### src/rtl/fetch_stage_pkg.sv
// rtl/fetch_stage_pkg.sv - shared widths, NOP encoding and IF/ID control codes for the fetch stage
package fetch_stage_pkg;

    localparam int DATA_W     = 16;
    localparam int DEF_PC_W   = 16;
    localparam int DEF_INST_W = DATA_W;

    localparam logic [DEF_INST_W-1:0] NOP = 16'h0000;

    // What the IF/ID register does on the next edge.
    typedef enum logic [1:0] {
        IFID_HOLD   = 2'b00,
        IFID_LOAD   = 2'b01,
        IFID_BUBBLE = 2'b10
    } ifid_op_t;

endpackage

### src/rtl/fetch_stage_if_id_reg.sv
// rtl/fetch_stage_if_id_reg.sv - IF/ID pipeline register with hold (stall) and bubble (flush) controls
module fetch_stage_if_id_reg
    import fetch_stage_pkg::*;
#(
    parameter int PC_W   = DEF_PC_W,
    parameter int INST_W = DEF_INST_W
) (
    input  logic              CLK,
    input  logic              RST,
    input  logic [1:0]        i_op,
    input  logic [PC_W-1:0]   i_pc,
    input  logic [INST_W-1:0] i_inst,
    output logic [PC_W-1:0]   o_pc,
    output logic [PC_W-1:0]   o_pc1,
    output logic [INST_W-1:0] o_inst,
    output logic              o_valid
);

    logic [PC_W-1:0]   r_pc;
    logic [PC_W-1:0]   r_pc1;
    logic [INST_W-1:0] r_inst;
    logic              r_valid;

    // A bubble only clears VALID/INST; PC fields keep their last value.
    always_ff @(posedge CLK) begin
        if (RST) begin
            r_pc    <= '0;
            r_pc1   <= '0;
            r_inst  <= INST_W'(NOP);
            r_valid <= 1'b0;
        end else begin
            case (ifid_op_t'(i_op))
                IFID_LOAD: begin
                    r_pc    <= i_pc;
                    r_pc1   <= i_pc + PC_W'(1);
                    r_inst  <= i_inst;
                    r_valid <= 1'b1;
                end
                IFID_BUBBLE: begin
                    r_inst  <= INST_W'(NOP);
                    r_valid <= 1'b0;
                end
                default: begin
                    r_pc    <= r_pc;
                    r_pc1   <= r_pc1;
                    r_inst  <= r_inst;
                    r_valid <= r_valid;
                end
            endcase
        end
    end

    assign o_pc    = r_pc;
    assign o_pc1   = r_pc1;
    assign o_inst  = r_inst;
    assign o_valid = r_valid;

endmodule

### src/rtl/fetch_stage.sv
// rtl/fetch_stage.sv - IF stage: PC, instruction-memory request, skid buffer and branch discard logic
module fetch_stage
    import fetch_stage_pkg::*;
#(
    parameter int              PC_W     = DEF_PC_W,
    parameter int              INST_W   = DEF_INST_W,
    parameter logic [PC_W-1:0] RESET_PC = '0
) (
    input  logic              CLK,
    input  logic              RST,
    input  logic              STALL,
    input  logic              BR_TAKEN,
    input  logic [PC_W-1:0]   BR_TARGET,
    output logic              IMEM_REQ,
    output logic [PC_W-1:0]   IMEM_ADDR,
    input  logic              IMEM_READY,
    input  logic [INST_W-1:0] IMEM_DATA,
    output logic [PC_W-1:0]   ID_PC,
    output logic [PC_W-1:0]   ID_PC1,
    output logic [INST_W-1:0] ID_INST,
    output logic              ID_VALID
);

    typedef enum logic {
        ST_RUN     = 1'b0,
        ST_DISCARD = 1'b1
    } state_t;

    state_t            r_state;
    logic [PC_W-1:0]   r_pc;
    logic [PC_W-1:0]   r_target;
    logic              r_buf_valid;
    logic [PC_W-1:0]   r_buf_pc;
    logic [INST_W-1:0] r_buf_inst;

    state_t            w_state_nxt;
    logic [PC_W-1:0]   w_pc_nxt;
    logic [PC_W-1:0]   w_target_nxt;
    logic              w_buf_valid_nxt;
    logic [PC_W-1:0]   w_buf_pc_nxt;
    logic [INST_W-1:0] w_buf_inst_nxt;
    logic [1:0]        w_ifid_op;
    logic [PC_W-1:0]   w_ifid_pc;
    logic [INST_W-1:0] w_ifid_inst;
    logic              w_beat;

    // A full buffer blocks new requests, so it can never overflow.
    assign IMEM_REQ  = !RST && (!r_buf_valid || (r_state == ST_DISCARD));
    assign IMEM_ADDR = r_pc;
    assign w_beat    = IMEM_REQ && IMEM_READY;

    always_comb begin
        w_state_nxt     = r_state;
        w_pc_nxt        = r_pc;
        w_target_nxt    = r_target;
        w_buf_valid_nxt = r_buf_valid;
        w_buf_pc_nxt    = r_buf_pc;
        w_buf_inst_nxt  = r_buf_inst;
        w_ifid_op       = IFID_HOLD;
        w_ifid_pc       = r_pc;
        w_ifid_inst     = IMEM_DATA;

        case (r_state)
            ST_RUN: begin
                if (BR_TAKEN && !STALL) begin
                    w_ifid_op       = IFID_BUBBLE;
                    w_buf_valid_nxt = 1'b0;
                    // A request in flight must complete at its old address before redirecting.
                    if (IMEM_REQ && !IMEM_READY) begin
                        w_target_nxt = BR_TARGET;
                        w_state_nxt  = ST_DISCARD;
                    end else begin
                        w_pc_nxt = BR_TARGET;
                    end
                end else if (STALL) begin
                    if (w_beat) begin
                        w_buf_valid_nxt = 1'b1;
                        w_buf_pc_nxt    = r_pc;
                        w_buf_inst_nxt  = IMEM_DATA;
                        w_pc_nxt        = r_pc + PC_W'(1);
                    end
                end else if (r_buf_valid) begin
                    w_ifid_op       = IFID_LOAD;
                    w_ifid_pc       = r_buf_pc;
                    w_ifid_inst     = r_buf_inst;
                    w_buf_valid_nxt = 1'b0;
                end else if (w_beat) begin
                    w_ifid_op = IFID_LOAD;
                    w_pc_nxt  = r_pc + PC_W'(1);
                end else begin
                    w_ifid_op = IFID_BUBBLE;
                end
            end
            ST_DISCARD: begin
                w_ifid_op = IFID_BUBBLE;
                if (IMEM_READY) begin
                    w_pc_nxt    = r_target;
                    w_state_nxt = ST_RUN;
                end
            end
            default: begin
                w_state_nxt = ST_RUN;
            end
        endcase
    end

    always_ff @(posedge CLK) begin
        if (RST) begin
            r_state     <= ST_RUN;
            r_pc        <= RESET_PC;
            r_target    <= RESET_PC;
            r_buf_valid <= 1'b0;
            r_buf_pc    <= '0;
            r_buf_inst  <= INST_W'(NOP);
        end else begin
            r_state     <= w_state_nxt;
            r_pc        <= w_pc_nxt;
            r_target    <= w_target_nxt;
            r_buf_valid <= w_buf_valid_nxt;
            r_buf_pc    <= w_buf_pc_nxt;
            r_buf_inst  <= w_buf_inst_nxt;
        end
    end

    fetch_stage_if_id_reg #(
        .PC_W   (PC_W),
        .INST_W (INST_W)
    ) u_if_id_reg (
        .CLK     (CLK),
        .RST     (RST),
        .i_op    (w_ifid_op),
        .i_pc    (w_ifid_pc),
        .i_inst  (w_ifid_inst),
        .o_pc    (ID_PC),
        .o_pc1   (ID_PC1),
        .o_inst  (ID_INST),
        .o_valid (ID_VALID)
    );

endmodule

### config.mk
export PLATFORM = sky130hd
export DESIGN_NAME = fetch_stage
export DESIGN_NICKNAME = d
export VERILOG_FILES = /design/src/rtl/fetch_stage_pkg.sv /design/src/rtl/fetch_stage_if_id_reg.sv /design/src/rtl/fetch_stage.sv
export SDC_FILE = /design/constraint.sdc
export NUM_CORES = 1
export LEC_CHECK = 0
export ABC_AREA = 1
export CAP_MARGIN = 30
export CORE_MARGIN = 4
export CORE_UTILIZATION = 42
export DETAILED_ROUTE_END_ITERATION = 6
export PLACE_DENSITY_LB_ADDON = 0.08
export SYNTH_ARGS = -nofsm -noshare
export SYNTH_HDL_FRONTEND = slang
export SYNTH_SLANG_ARGS = --single-unit
### constraint.sdc
create_clock -name CLK -period 4 [get_ports CLK]
set_input_delay 0.6 -clock CLK [delete_from_list [all_inputs] [get_ports CLK]]
set_output_delay 0.6 -clock CLK [all_outputs]
set_load 0.1 [all_outputs]
==> flow_metrics.env <==
export IMPL_initial_utilization=0.432
export IMPL_cp_end_kind="register"
export IMPL_core_area_mm2=0.0127
export IMPL_io_buffers=102
export IMPL_yosys_most_used_dff="dfxtp_1"
export IMPL_yosysMostFrequentCell="nand2_1"
export IMPL_worst_endpoint_required_ns=4.32
export IMPL_cts_tree="yes"
export IMPL_synth_cell_types=33
export IMPL_cts_root_buf="clkbuf_16"
export IMPL_place_gp_congestion=0.875
export IMPL_dr_pass1_iters=5
export IMPL_switching_share=0.310
export IMPL_dieArea_mm2=0.0150
export IMPL_grt_use_total=0.214
export IMPL_whs_path_depth=2
export IMPL_hpwl_um=11000
export IMPL_max_stage_delay_ns=0.55
export IMPL_crit_slowest_cell="clkdlybuf4s50_1"
export IMPL_ant_nets=0
export IMPL_numClockSinks=115
export IMPL_std_cell_rows=41
export IMPL_grt_first_pass_wirelength_um=25600
export IMPL_leakage_nw=2.97
export IMPL_die_h_um=122
export IMPL_netlist_area_leader_share=0.419
export IMPL_p_seq_frac=0.397
export IMPL_nets=933
export IMPL_clkTransAtPathRegs_ns=0.05
export IMPL_num_vias=5594
export IMPL_slew_viol_final=0
export IMPL_cts_htree_levels=4
export IMPL_cp_arrival_ns=3.11
export IMPL_synth_edf_count=0
export IMPL_cts_setup_buffers=0
export IMPL_crit_path_start_kind="primary input"
export IMPL_diodes=0
export IMPL_criticalPathCategory="in2reg"
export IMPL_slew_headroom=0.344
export IMPL_min_period_ns=2.80
export IMPL_holdCritPathClass="reg2reg"
export IMPL_internal_power_mw=2.17
export IMPL_ir_worst_vdd_mv=0.262
export IMPL_share_comb_of_total_power=0.190
export IMPL_cts_buffers_inserted=17
export IMPL_cts_buffer_depth=2
export IMPL_finClkSkew_ns=0.00511
export IMPL_synthesis_nets=846
export IMPL_dr_first_iter_drc_count=380
export IMPL_fmax_mhz=358
export IMPL_hold_buffers=0
export IMPL_antenna_found_initial=0
export IMPL_post_route_util=0.559
export IMPL_wire_per_inst_um=14.3
export IMPL_wl_um=15400
export IMPL_viasPerCell=5.19
export IMPL_finalSetupViolCount=0
export IMPL_drive_gt1_frac=0.0630
export IMPL_tightest_slew_ns=0.982
export IMPL_fp_dieW_um=122
export IMPL_fin_crit_sh=0.699
export IMPL_async_reset_ff_frac=0
export IMPL_grt_max_degree=48
export IMPL_drc=0
export IMPL_avgSynthCellArea_um2=6.81
export IMPL_cp_cell_sequence="clkdlybuf4s50_1 -> nor2_1 -> buf_4 -> nand2_2 -> buf_4 -> nand2_1 -> nand2_1 -> ha_1 -> nand2_1 -> nor2_1 -> nand3_1 -> o21ai_1 -> nand3_1 -> nand2_1 -> inv_1"
export IMPL_status="finished, final reports clean"
export IMPL_synth_area_leaders="dfxtp_1 42%, nand2_1 11%, o21ai_0 8.7%, a21oi_1 7.6%, nor2_1 7.4%"
export IMPL_synthesis_area_mm2=0.00550
export IMPL_worstPathMaxFanout=47
export IMPL_ctsResizeCount=0
export IMPL_clk_latency_ns=0.42
export IMPL_hold_viol=0
export IMPL_clockPowerShare=0.413
export IMPL_maxCapViolations=0
export IMPL_grt_pass1_vias=5305
export IMPL_ios=103
export IMPL_grt_remaining_overflow=0
export IMPL_syn_inst=807
export IMPL_synth_seq_cells=115
export IMPL_yosysWarnings=0
export IMPL_yosysSeqAreaShare=0.419
export IMPL_synth_commonest_cells="165 x nand2_1, 115 x dfxtp_1, 108 x nor2_1"
export IMPL_yosys_area_top_type="dfxtp_1"
export IMPL_reg2reg_depth=14
export IMPL_rsz0062_at_grt="false"
export IMPL_crit_top_cell="nand2_1"
export IMPL_area_delta_synth_final_pct=29.3
export IMPL_tns_ns=0
export IMPL_p_sw_mw=0.977
export IMPL_power_density_mw_per_mm2=443
stage by stage:
stage                     std cells  area [µm²]  power [mW]  hold WS, ns  setup WS (ns)
after floorplan                 807        5500        1.70        0.425           1.54
after global placement         1047        6600        1.86        0.432          0.927
after detailed placement       1047        6600        1.87        0.444          0.851
after CTS                      1077        7110        3.17        0.454           1.24
after global routing           1077        7110        3.28        0.469          0.952
final                          1077        7110        3.15        0.450           1.20
final timing paths:
kind / start / end / slack (ns)
worst max register to register: r_state$_SDFF_PP0_ / u_if_id_reg.o_pc1[10]$_SDFFE_PP0N_ / 1.25
worst min register to register: r_buf_inst[0]$_SDFFE_PP0P_ / r_buf_inst[0]$_SDFFE_PP0P_ / 0.45
worst max-delay path: BR_TAKEN / u_if_id_reg.o_pc1[10]$_SDFFE_PP0N_ / 1.20
worst min-delay path: r_buf_inst[0]$_SDFFE_PP0P_ / r_buf_inst[0]$_SDFFE_PP0P_ / 0.45
state kept, by name, indices dropped and copies added, names as in the netlist:
name                 flops
r_state                  1
r_buf_pc                16
r_target                16
IMEM_ADDR               16
u_if_id_reg.o_valid      1
u_if_id_reg.o_inst      16
u_if_id_reg.o_pc        16
r_buf_inst              16
r_buf_valid              1
u_if_id_reg.o_pc1       16
layout make-up:
type / count / area (µm²)
Timing Repair Buffer: 113 / 1100
Fill cell: 1306 / 5620
Inverter: 71 / 267
Clock buffer: 24 / 472
Sequential cell: 115 / 2300
Clock inverter: 6 / 32.5
Multi-Input combinational cell: 576 / 2720
Tap cell: 172 / 215
power groups by stage:
stage	clock, mW	combinational (mW)	sequential (mW)
4_1_cts	1.32	0.599	1.25
5_1_grt	1.38	0.643	1.25
3_3_place_gp	0	0.591	1.27
3_5_place_dp	0	0.596	1.27
2_1_floorplan	0	0.207	1.49
6_report	1.30	0.598	1.25
layout by cell type, fill, tap and decap left out, types with 7 or more instances in the layout:
| cell type | synthesis | layout |
|---|---|---|
| nand2_1 | 165 | 165 |
| nand4_1 | 7 | 7 |
| inv_1 | 65 | 65 |
| a21oi_1 | 84 | 84 |
| o21ai_0 | 95 | 95 |
| clkbuf_16 | 0 | 17 |
| nor2_1 | 108 | 107 |
| clkdlybuf4s50_1 | 0 | 101 |
| xor2_1 | 7 | 7 |
| o211ai_1 | 7 | 7 |
| nand3_1 | 54 | 54 |
| buf_4 | 2 | 12 |
| dfxtp_1 | 115 | 115 |
| o21ai_1 | 11 | 11 |
worst max-delay path, delay by kind of cell:
family	cells	cell delay (ns)
buffers and inverters	4	1.15
adder cells (fa/ha/maj)	1	0.19
AO/OA/AOI/OAI	1	0.15
AND/OR/NAND/NOR	9	1.02
layer usage:
metal | up-vias | GRT usage | routed length [µm]
met5 | - | 0 | 0
met4 | 0 | 0.0784 | 282
met3 | 28 | 0.0516 | 901
met2 | 175 | 0.336 | 7010
met1 | 2569 | 0.288 | 7220
li1 | 2822 | - | -
cells by family after synthesis:
kind of cell,count (synthesis),synth area share
fa+ha+maj,2,0.00455
xor+xnor,8,0.0127
simple gates,360,0.282
buf+inv,116,0.0872
compound gates,206,0.194
flops,115,0.419
Note: power is estimated with default switching activity, not from simulation.
